`config.mk`:
```
export PLATFORM = sky130hd
export DESIGN_NAME = serial_full_subtractor
export DESIGN_NICKNAME = d
export VERILOG_FILES = /design/src/rtl/serial_full_subtractor.sv
export SDC_FILE = /design/constraint.sdc
export NUM_CORES = 1
export LEC_CHECK = 0
export BUFFER_PORTS_ARGS = -buffer_cell sky130_fd_sc_hd__buf_4
export CORE_ASPECT_RATIO = 0.5
export CORE_UTILIZATION = 40
export DETAILED_ROUTE_END_ITERATION = 6
export GPL_ROUTABILITY_DRIVEN = 1
export PLACE_DENSITY = 0.68
export SYNTH_ARGS = -nofsm -noshare
export SYNTH_HDL_FRONTEND = slang
export SYNTH_SLANG_ARGS = --single-unit
```
`constraint.sdc`:
```
create_clock -name clk -period 4.45 [get_ports clk]
set_input_delay 0.6675 -clock clk [delete_from_list [all_inputs] [get_ports clk]]
set_output_delay 0.6675 -clock clk [all_outputs]
set_load 0.02 [all_outputs]
```
`src/rtl/serial_full_subtractor.sv`:
```
// serial_full_subtractor
//   Bit-serial WIDTH-bit subtractor: DIFF = A - B - Bin, one bit per clock, LSB first, using a
//   single full-subtractor cell and a borrow register. start/busy/done handshake.
//
// Ports
//   clk    in   1      clock, all state updates on rising edge
//   rst_n  in   1      synchronous active-low reset
//   start  in   1      request, accepted only when idle
//   a      in   WIDTH  minuend, sampled on the accepting edge
//   b      in   WIDTH  subtrahend, sampled on the accepting edge
//   bin    in   1      borrow-in, sampled on the accepting edge
//   diff   out  WIDTH  difference (registered, valid from done until next accept)
//   bout   out  1      borrow-out of the MSB stage (registered)
//   ovf    out  1      signed two's-complement overflow (registered)
//   busy   out  1      high while running or done
//   done   out  1      one-cycle pulse, result valid
module serial_full_subtractor #(
  parameter int unsigned WIDTH = 8
) (
  input  logic             clk,
  input  logic             rst_n,
  input  logic             start,
  input  logic [WIDTH-1:0] a,
  input  logic [WIDTH-1:0] b,
  input  logic             bin,
  output logic [WIDTH-1:0] diff,
  output logic             bout,
  output logic             ovf,
  output logic             busy,
  output logic             done
);

  localparam int unsigned CntW = (WIDTH > 2) ? $clog2(WIDTH) : 1;
  localparam logic [CntW-1:0] LastCnt = CntW'(WIDTH - 1);

  typedef enum logic [1:0] {StIdle, StRun, StDone} state_e;

  state_e           state_q, state_d;
  logic [WIDTH-1:0] sa_q, sa_d;
  logic [WIDTH-1:0] sb_q, sb_d;
  logic [WIDTH-1:0] diff_q, diff_d;
  logic [CntW-1:0]  count_q, count_d;
  logic             borrow_q, borrow_d;
  logic             bout_q, bout_d;
  logic             ovf_q, ovf_d;
  logic             a_msb_q, a_msb_d;
  logic             b_msb_q, b_msb_d;

  // Full-subtractor cell on the current LSBs.
  logic x, y, r, d_bit, borrow_nxt;

  always_comb begin
    x          = sa_q[0];
    y          = sb_q[0];
    r          = borrow_q;
    d_bit      = x ^ y ^ r;
    borrow_nxt = (~x & y) | (~(x ^ y) & r);
  end

  always_comb begin
    state_d  = state_q;
    sa_d     = sa_q;
    sb_d     = sb_q;
    diff_d   = diff_q;
    count_d  = count_q;
    borrow_d = borrow_q;
    bout_d   = bout_q;
    ovf_d    = ovf_q;
    a_msb_d  = a_msb_q;
    b_msb_d  = b_msb_q;

    case (state_q)
      StIdle: begin
        if (start) begin
          state_d  = StRun;
          sa_d     = a;
          sb_d     = b;
          borrow_d = bin;
          count_d  = '0;
          a_msb_d  = a[WIDTH-1];
          b_msb_d  = b[WIDTH-1];
        end
      end
      StRun: begin
        diff_d   = {d_bit, diff_q[WIDTH-1:1]};
        sa_d     = sa_q >> 1;
        sb_d     = sb_q >> 1;
        borrow_d = borrow_nxt;
        count_d  = count_q + 1'b1;
        if (count_q == LastCnt) begin
          state_d = StDone;
          count_d = '0;
          bout_d  = borrow_nxt;
          // d_bit is the MSB difference bit on this final step.
          ovf_d   = (a_msb_q != b_msb_q) && (d_bit != a_msb_q);
        end
      end
      StDone: begin
        state_d = StIdle;
      end
      default: begin
        state_d = StIdle;
      end
    endcase
  end

  always_ff @(posedge clk) begin
    if (!rst_n) begin
      state_q  <= StIdle;
      sa_q     <= '0;
      sb_q     <= '0;
      diff_q   <= '0;
      count_q  <= '0;
      borrow_q <= 1'b0;
      bout_q   <= 1'b0;
      ovf_q    <= 1'b0;
      a_msb_q  <= 1'b0;
      b_msb_q  <= 1'b0;
    end else begin
      state_q  <= state_d;
      sa_q     <= sa_d;
      sb_q     <= sb_d;
      diff_q   <= diff_d;
      count_q  <= count_d;
      borrow_q <= borrow_d;
      bout_q   <= bout_d;
      ovf_q    <= ovf_d;
      a_msb_q  <= a_msb_d;
      b_msb_q  <= b_msb_d;
    end
  end

  always_comb begin
    diff = diff_q;
    bout = bout_q;
    ovf  = ovf_q;
    busy = (state_q != StIdle);
    done = (state_q == StDone);
  end

endmodule
```
# Word-level counts from Yosys, hierarchy flattened
# Index checks and enable logic that the tools add are counted.
# word_totals
romBits	0
out_inout_bits	12
regBits	34
in_bits	20
latch_bits	0
ram_bits	0
memories	0
wordCells	45
# op_classes
n_eq_ne	7
bitwise_logic	7
n_reduce_logical	8
div_mod_pow	0
order_cmp	0
shifts	0
mux	12
mul	0
n_addsub	1
# op_table
cell	n
$pmux 8 s2	2
$mux 8	2
$reduce_and 2->1	4
$mux 3	2
$pmux 3 s2	1
$mux 2	2
$ne 2x2->1 const B	2
$pmux 2 s2	1
$reduce_bool 2->1	2
$add 3x1->3 const B	1
$eq 3x3->1 const B	1
$and 1x1->1	2
$eq 2x1->1 const B	1
$eq 2x2->1 const B	1
$logic_not 2->1	1
$ne 1x1->1	2
$not 1->1	2
$pmux 1 s2	1
$xor 1x1->1	2
$logic_and 1x1->1	1
$mux 1	1
$or 1x1->1	1

# Longest topological paths before layout
# Gate-level depths: netlist of the first run.
# depth
depth_word	5
depth_mapped	6
depth_no_buf	5

# Worst setup path before layout of the first run
# Ideal clock, no wire load.
# synth_timing
path_type	register to output
startpoint	reg state_q[0]
endpoint	out busy
slack_ps	2853
path_stages_with_launch	4
arrival_time_ps	929
cell_sequence	dfxtp_1 > buf_6 > buf_2 > or2_2
# synth_between
elab_chain_len	1
# synth_rtl
element	line_no	rtl
start, declared	38	state_e state_q, state_d;
start signal, assigned	109	state_q <= StIdle;
start signal, assigned	120	state_q <= state_d;
$reduce_bool 2->1	137	busy = (state_q != StIdle);
end, declared	29	output logic busy,
# No other way between the ends.

# Final worst setup path of the first run
# layout_timing
startpoint	reg state_q[0]
endpoint	reg sa_q[4]
# layout_between
elab_chain_len	3
elab_cells_between_ends	6
classes_between	2 x eq/ne; 1 x mux; 3 x reduce/logical
# layout_rtl
element	line_no	rtl
$eq 2x1->1 or $logic_not 2->1 (tied branches)	72	case (state_q)
$reduce_bool 2->1 (no source line) or $ne 2x2->1 (tied branches)	n/a	
$reduce_and 2->1 (no source line)	n/a	
end signal, assigned	110	sa_q <= '0;
end signal, assigned	121	sa_q <= sa_d;
end, declared	39	logic [WIDTH-1:0] sa_q, sa_d;
# Several ways; a longest one is shown, not always the timed one.
# A chain may end at the register's enable or synchronous reset.

==> results of run 1 <==
synthesized netlist by cell type (all sizes together) (2+ instances only):
master,instances,area (um2)
a211oi,14,175.2
a21oi,16,80.08
a22oi,3,22.52
a311oi,2,17.52
buf,11,91.33
clkbuf,2,7.510
dfxtp,34,680.7
ha,2,25.02
inv,4,15.01
mux2i,14,140.1
nand2,18,67.56
nand2b,2,12.51
nor2,19,86.34
nor2b,4,25.02
nor3b,2,15.01
o21ai,4,20.02
logic make-up (layout without fill, tap and decap cells):
family	Yosys count	after routing	synth area share
flops	34	34	0.4366
simple gates	48	48	0.1437
compound gates	44	44	0.2279
buf+inv	17	45	0.07303
mux	14	14	0.08988
fa+ha+maj	3	3	0.02889
path summary, 6_finish.rpt:
path	startpoint	to	slack, ns	cells past startpoint
max	state_q[0]$_SDFFE_PN0P_	sa_q[4]$_SDFFE_PN0P_	2.12	5
min	diff[0]$_SDFFE_PN0N_	diff[0]$_SDFFE_PN0N_	0.45	2
max reg2reg	state_q[0]$_SDFFE_PN0P_	sa_q[4]$_SDFFE_PN0P_	2.12	5
min reg2reg	diff[0]$_SDFFE_PN0N_	diff[0]$_SDFFE_PN0N_	0.45	2
metal layers:
layer	GRT usage	up-vias	wire, um
met1	0.1662	546	1340
met2	0.2702	15	1415
li1	-	608	-
met4	0.04839	0	0
met5	0	-	0
met3	0.05611	0	109
worst register-to-register path, stage by stage (launching register included):
cell and delay [ns]:
dfxtp_1 0.50, buf_4 0.32, o21ba_1 0.87, buf_4 0.30, nor2_1 0.06, a211oi_2 0.18
stage by stage:
step | power [mW] | cells | setup slack, ns | util
4_1_cts | 0.6576 | 239 | 2.080 | 0.5176
3_3_place_gp | 0.4448 | 232 | 2.182 | 0.4963
3_5_place_dp | 0.4471 | 232 | 2.082 | 0.4963
6_report | 0.6477 | 239 | 2.123 | 0.5176
5_1_grt | 0.6864 | 239 | 1.839 | 0.5176
2_1_floorplan | 0.4231 | 160 | 2.854 | -
report_power, final:
part / internal [mW] / switching (mW)
Clock: 0.108 / 0.100
Combinational: 0.0487 / 0.0552
Sequential: 0.323 / 0.0130
Total: 0.479 / 0.169
flip-flops by register name (all words and copies together) (netlist names):
signal	flops
borrow_q	1
diff	8
count_q	3
bout	1
sb_q	8
ovf	1
a_msb_q	1
state_q	2
b_msb_q	1
sa_q	8
cell usage in the layout (no fill, tap or decap):
cell type,Yosys,layout
a21o_1,1,1
nor2_2,6,6
or2_2,1,1
o21ai_0,4,4
nand2b_1,2,2
nand2_1,18,18
clkbuf_8,0,5
nor3b_1,2,2
a22oi_1,3,3
nor3_1,1,1
and3_1,1,1
inv_1,4,4
clkbuf_1,2,2
mux2i_1,14,14
dfxtp_1,34,34
o22ai_1,1,1
nor2b_1,4,4
ha_1,2,2
buf_4,2,34
o21bai_1,1,1
a221oi_1,1,1
a311oi_1,2,2
nor2_1,13,13
a211oi_2,14,14
a21oi_1,16,16
fa_1,1,1
o21ba_1,1,1
layout make-up:
type                    instances  share of cell area
flip-flops and latches         34              0.3668
clock buffers                   7             0.04113
well taps                      51             0.03439
inverters                       4            0.008092
repair buffers                 34              0.1376
multi-input cells             109              0.4120
==> summary.txt, run 1 <==
status: complete, no violations
mapped cell area: 1559 um2
final hold slack: 0.4531 ns
CP endpoint kind: flop
port bufs: 31
post-route clock skew: 0.006020 ns
worst-margin pin slew: 1.058 ns
count of final max-slew check failures: 0
IO Pins: 32
DRT Pass-1 Iters: 4
Min Clock Period, post-route: 2.327 ns
final antenna diode count: 0
GPL Wtd Cong: 0.7277
hold buffers post-CTS: 0
routed vias/inst: 4.891
Remaining DRCs: 0
Die Area: 4166 um2
setup TNS: 0 ns
Die Span Y: 46.15 um
gr usage total: 0.1478
Via Count: 1169
Skew-Pair Late Insertion Delay: 0.28 ns
CTS Buf Count: 5
ys async rst share: 0
area occupied by registers: 680.7 um2
Max stage delay on crit path: 0.87 ns
Post-synth EDFFs: 0
CTS tree: yes
Max-Cap Viols: 0
Lkg Pwr: 0.7443 nW
RSZ-0062 raised after global routing: no
post-synthesis cell type count: 30
Placement Cell Area: 1779 um2
routed len/inst: 11.99 um
P&R area growth vs syn: 19.02%
CP max stage cell: o21ba_1
first-pass GRT wire length: 4.774 mm
final hold violations: 0
count of endpoints failing setup in the final report: 0
H-Tree Depth: 2
WP data required: 4.65 ns
row cnt: 15
CTS Root Cell: clkbuf_8
Final Cell Area: 1856 um2
critical-path cell list: buf_4 > o21ba_1 > buf_4 > nor2_1 > a211oi_2
Hold Path Class: reg -> reg
f_max: 0.4298 GHz
Seq cells post-synth: 34
Startpoint Class: flop
cell repeated most along the worst path: buf_4
Ys Warns: 0
final period utilization: 0.5228
Setup CP Type: reg -> reg
NumNets Final: 211
critical path arrival: 2.52 ns
Avg Inst Size Synth: 9.744 um2
antenna violations before repair: 0
Syn Inst Count: 160
area of the multi-input gates: 764.5 um2
Fillers: 341
WL final: 2.865 mm
share of cells above drive strength 1: 0.3191
CP Buf/Inv Count: 2
Rel. slew slack: 0.2932
post-CTS setup buffer count: 0
worst-path fanout max: 23
maximum root-to-sink buffer count: 2
DP HPWL: 1.986 mm
starting density of the core: 0.4349
Top Family by Delay on Critical Path: compound AO/OA/AOI/OAI gates
PostCTS Resize Cnt: 0
register area share after synthesis: 0.4366
Worst-path clk slew: 0.06 ns
largest net degree at the start of global routing: 34
syn_nets: 183
vias in the first global route: 1096
Sink Count: 34
VDD IR-drop max: 145.4 uV
CORE AREA: 3585 um2
die width: 90.29 um
Synth Flop Type: dfxtp_1
Final ANT Viol Nets: 0
power density cells: 349.0 nW/um2
gr ovfl total: 0
First DRT Iteration DRCs: 32
Power figures use the tool's default switching activity.
==> inputs of run 2 (changes only) <==
==> constraint.sdc (replaced) <==
create_clock -name clk -period 2.4 [get_ports clk]
set_input_delay 0.36 -clock clk [delete_from_list [all_inputs] [get_ports clk]]
set_output_delay 0.36 -clock clk [all_outputs]
set_load 0.02 [all_outputs]
==> summary.txt, run 2 (synthesized netlist as in run 1, its figures left out) <==
largest net degree at the start of global routing: 29
CP max stage cell: or2_2
WL final: 2.906 mm
H-Tree Depth: 2
CTS tree: yes
cell repeated most along the worst path: buf_4
Die Span Y: 46.15 um
antenna violations before repair: 0
Final Cell Area: 1886 um2
met1 GRT Util: 0.1918
DP HPWL: 2.012 mm
Setup CP Type: reg -> out
Fillers: 337
routed vias/inst: 4.880
power density cells: 661.4 nW/um2
CTS Buf Count: 5
NumNets Final: 213
Max-Cap Viols: 0
most frequent cells in the layout: buf_4 (36), dfxtp_1 (34), nand2_1 (18), a21oi_1 (16)
final hold violations: 0
Final ANT Viol Nets: 0
fin util: 0.5260
count of final max-slew check failures: 0
count of endpoints failing setup in the final report: 0
worst-margin pin slew: 0.3746 ns
Startpoint Class: flop
die width: 90.29 um
row cnt: 15
Placement Cell Area: 1794 um2
status: complete, no violations
gr ovfl total: 0
VDD IR-drop max: 200.8 uV
maximum root-to-sink buffer count: 2
Sink Count: 34
IO Pins: 32
P&R area growth vs syn: 20.95%
critical path arrival: 1.29 ns
Via Count: 1181
gr usage total: 0.1511
post-route clock skew: 0.01064 ns
CORE AREA: 3585 um2
RSZ-0062 raised after global routing: no
WP data required: 2.04 ns
DRT Pass-1 Iters: 4
hold buffers post-CTS: 0
placed insts: 234
Min Clock Period, post-route: 1.655 ns
routed len/inst: 12.01 um
critical-path cell list: buf_4 > or2_2 > buf_4
First DRT Iteration DRCs: 19
Top Family by Delay on Critical Path: buffers and inverters
Rel. slew slack: 0.7503
final period utilization: 0.6894
share of cells above drive strength 1: 0.3351
starting density of the core: 0.4349
GPL Wtd Cong: 0.6880
Hold Path Class: in -> reg
f_max: 0.6044 GHz
fin cells: 242
PostCTS Resize Cnt: 0
Skew-Pair Late Insertion Delay: 0.28 ns
Total Power: 1.247 mW
grt peak-use layer: met2
CTS Root Cell: clkbuf_8
final antenna diode count: 0
setup TNS: 0 ns
Worst-path clk slew: 0.06 ns
post-CTS setup buffer count: 0
port bufs: 31
GRT met2 Usage: 0.2382
commonest non-fill, non-tap cell in the layout: buf_4
CP Buf/Inv Count: 2
Max stage delay on crit path: 0.32 ns
vias in the first global route: 1062
Lkg Pwr: 0.7642 nW
Die Area: 4166 um2
first-pass GRT wire length: 4.830 mm
worst-path fanout max: 25
Remaining DRCs: 0
met3 usage: 0.05281
CP endpoint kind: primary output
==> run 2: layout make-up <==
type / count / area, um2 / area share
tap: 51 / 63.81 / 0.03384
sequential: 34 / 680.7 / 0.3610
inverter: 4 / 15.01 / 0.007963
clock buffer: 7 / 86.33 / 0.04579
timing repair buffer: 36 / 270.3 / 0.1433
clock inverter: 1 / 5.005 / 0.002654
multi-input combinational: 109 / 764.5 / 0.4054
==> run 2: metrics by stage <==
step	setup WS [ns]	hold WS (ns)
after floorplan	0.9983	0.4538
final	0.7455	0.3343
after CTS	0.7308	0.3264
after global placement	0.8540	0.4456
after detailed placement	0.8696	0.4577
after global routing	0.6960	0.3398
==> run 2: power by group <==
group	switching (mW)	total, mW	internal, mW
clock network	0.198	0.429	0.231
registers	0.0201	0.618	0.598
logic	0.107	0.200	0.0926
==> run 2: worst register-to-register path: stages (launching register included) <==
cell      delay, ns
dfxtp_1        0.34
inv_1          0.06
fa_1           0.57
nor2b_1        0.14
a21oi_1        0.08
a311oi_1       0.25
==> run 2: final timing paths <==
check / end / from / cells after the start / slack (ns)
setup / recovery: busy / state_q[0]$_SDFFE_PN0P_ / 3 / 0.75
hold / removal: state_q[1]$_SDFFE_PN0P_ / rst_n / 2 / 0.33
setup reg to reg: ovf$_SDFFE_PN0P_ / sb_q[0]$_SDFFE_PN0P_ / 5 / 0.86
hold reg to reg: diff[0]$_SDFFE_PN0N_ / diff[0]$_SDFFE_PN0N_ / 2 / 0.46
==> run 2: metal layers <==
layer / share of wire / wire length [um] / vias up
li1: - / - / 618
met1: 0.51 / 1486 / 539
met2: 0.43 / 1257 / 19
met3: 0.045 / 131 / 5
met4: 0.011 / 32 / 0
met5: 0 / 0 / -
==> inputs of run 3 (changes only) <==
--- a/config.mk
+++ b/config.mk
@@ -10,7 +10,7 @@
 export CORE_UTILIZATION = 40
 export DETAILED_ROUTE_END_ITERATION = 6
 export GPL_ROUTABILITY_DRIVEN = 1
-export PLACE_DENSITY = 0.68
+export PLACE_DENSITY = 0.71
 export SYNTH_ARGS = -nofsm -noshare
 export SYNTH_HDL_FRONTEND = slang
 export SYNTH_SLANG_ARGS = --single-unit
==> constraint.sdc (replaced) <==
create_clock -name clk -period 1.5 [get_ports clk]
set_input_delay 0.225 -clock clk [delete_from_list [all_inputs] [get_ports clk]]
set_output_delay 0.225 -clock clk [all_outputs]
set_load 0.02 [all_outputs]
==> summary.txt, run 3 (synthesized netlist as in run 1, its figures left out) <==
f_max: 0.6711 GHz
Placement Cell Area: 1834 um2
Hold Path Sink: state_q[1]$_SDFFE_PN0P_
port bufs: 31
row cnt: 15
post-route clock skew: 0.004203 ns
largest net degree at the start of global routing: 29
hold buffers post-CTS: 0
commonest non-fill, non-tap cell in the layout: buf_4
DRT Pass-1 Iters: 4
placed insts: 236
GPL Wtd Cong: 0.7588
Min-Delay Startpoint: rst_n
Register-to-Register Path Depth: 5
IO Pins: 32
worst-path fanout max: 3
CTS Buf Count: 5
Final ANT Viol Nets: 0
count of final max-slew check failures: 0
first-pass GRT wire length: 4.802 mm
die width: 90.29 um
NumNets Final: 217
count of endpoints failing setup in the final report: 0
reg2reg setup slack: 0.01 ns
antenna violations before repair: 0
Worst-path clk slew: 0.07 ns
final antenna diode count: 0
Skew-Pair Late Insertion Delay: 0.28 ns
fin cells: 246
starting density of the core: 0.4349
gr ovfl total: 0
Die Area: 4166 um2
share of cells above drive strength 1: 0.3846
WL final: 2.936 mm
gr usage total: 0.1508
H-Tree Depth: 2
Final Cell Area: 1954 um2
CORE AREA: 3585 um2
Hold Path Class: in -> reg
RSZ-0062 raised after global routing: yes
CP endpoint kind: flop
worst r2r src: borrow_q$_SDFFE_PN0P_
P&R area growth vs syn: 25.36%
CTS tree: yes
worst-margin pin slew: 0.4602 ns
WP data required: 1.69 ns
maximum root-to-sink buffer count: 2
R2R Path End: ovf$_SDFFE_PN0P_
most frequent cells in the layout: buf_4 (38), dfxtp_1 (29), nand2_1 (18), a21oi_1 (16)
VDD IR-drop max: 405.1 uV
Setup CP Type: reg -> reg
Sink Count: 34
Remaining DRCs: 0
Rel. slew slack: 0.6928
CTS Root Cell: clkbuf_8
Hold Crit Depth: 2
final hold violations: 0
Min Clock Period, post-route: 1.490 ns
final period utilization: 0.9935
routed len/inst: 11.93 um
power density cells: 1037 nW/um2
First DRT Iteration DRCs: 30
Via Count: 1226
Startpoint Class: flop
DP HPWL: 2.022 mm
Lkg Pwr: 0.7984 nW
vias in the first global route: 1092
critical path arrival: 1.68 ns
routed vias/inst: 4.984
Die Span Y: 46.15 um
Max-Cap Viols: 0
status: complete, no violations
## run 3: routing by layer
layer | vias to the layer above | part of all wire | GRT usage
li1 | 627 | - | -
met1 | 580 | 0.49 | 0.1822
met2 | 17 | 0.47 | 0.2550
met3 | 2 | 0.032 | 0.04455
met4 | 0 | 0.0065 | 0.07742
met5 | - | 0 | 0
## run 3: per-stage QoR
stage	setup TNS [ns]	hold WS (ns)	util	total power [mW]	setup slack [ns]
2_1_floorplan	0	0.3775	-	1.255	0.09825
3_3_place_gp	0	0.4453	0.5117	1.332	0.06873
3_5_place_dp	-0.03970	0.4568	0.5117	1.343	-0.03970
4_1_cts	0	0.1822	0.5417	2.053	0.007960
5_1_grt	-0.1180	0.2008	0.5452	2.122	-0.1180
6_report	0	0.1917	0.5452	2.027	0.009807
## run 3: repair_timing
action,CTS,global route
setup endpoints to repair,2,2
buffers inserted,1,1
pin swaps,2,0
resized for setup,5,3
## run 3: worst max-delay path by stage
| stage | endpoint | slack (ns) | depth (start not counted) | startpoint |
|---|---|---|---|---|
| floorplan | ovf$_SDFFE_PN0P_ | 0.1 | 5 | sb_q[0]$_SDFFE_PN0P_ |
| global placement | ovf$_SDFFE_PN0P_ | 0.07 | 5 | sb_q[0]$_SDFFE_PN0P_ |
| detailed placement | ovf$_SDFFE_PN0P_ | -0.04 | 5 | sb_q[0]$_SDFFE_PN0P_ |
| CTS | ovf$_SDFFE_PN0P_ | 0.008 | 5 | borrow_q$_SDFFE_PN0P_ |
| global route | ovf$_SDFFE_PN0P_ | -0.12 | 5 | borrow_q$_SDFFE_PN0P_ |
| finish | ovf$_SDFFE_PN0P_ | 0.01 | 5 | borrow_q$_SDFFE_PN0P_ |
## run 3: power by group
group | switching [mW] | leakage, nW | internal [mW] | total, mW
Combinational | 0.175 | 0.469 | 0.172 | 0.347
Clock | 0.318 | 0.0482 | 0.370 | 0.688
Sequential | 0.0330 | 0.281 | 0.959 | 0.992
Total | 0.526 | 0.798 | 1.50 | 2.03
## run 3: worst max-delay path, cell delays in order, from the launching register on
cell and delay [ns]:
dfxtp_2 0.33, inv_2 0.04, fa_1 0.56, nor2b_1 0.15, a21oi_1 0.08, a311oi_1 0.24
## run 3: cell type report
| cell class | count | area (um2) |
|---|---|---|
| Inverter | 4 | 15.01 |
| Fill cell | 316 | 1630 |
| Sequential cell | 34 | 689.4 |
| Tap cell | 51 | 63.81 |
| Timing Repair Buffer | 40 | 325.3 |
| Clock buffer | 7 | 86.33 |
| Clock inverter | 1 | 5.005 |
| Multi-Input combinational cell | 109 | 769.5 |
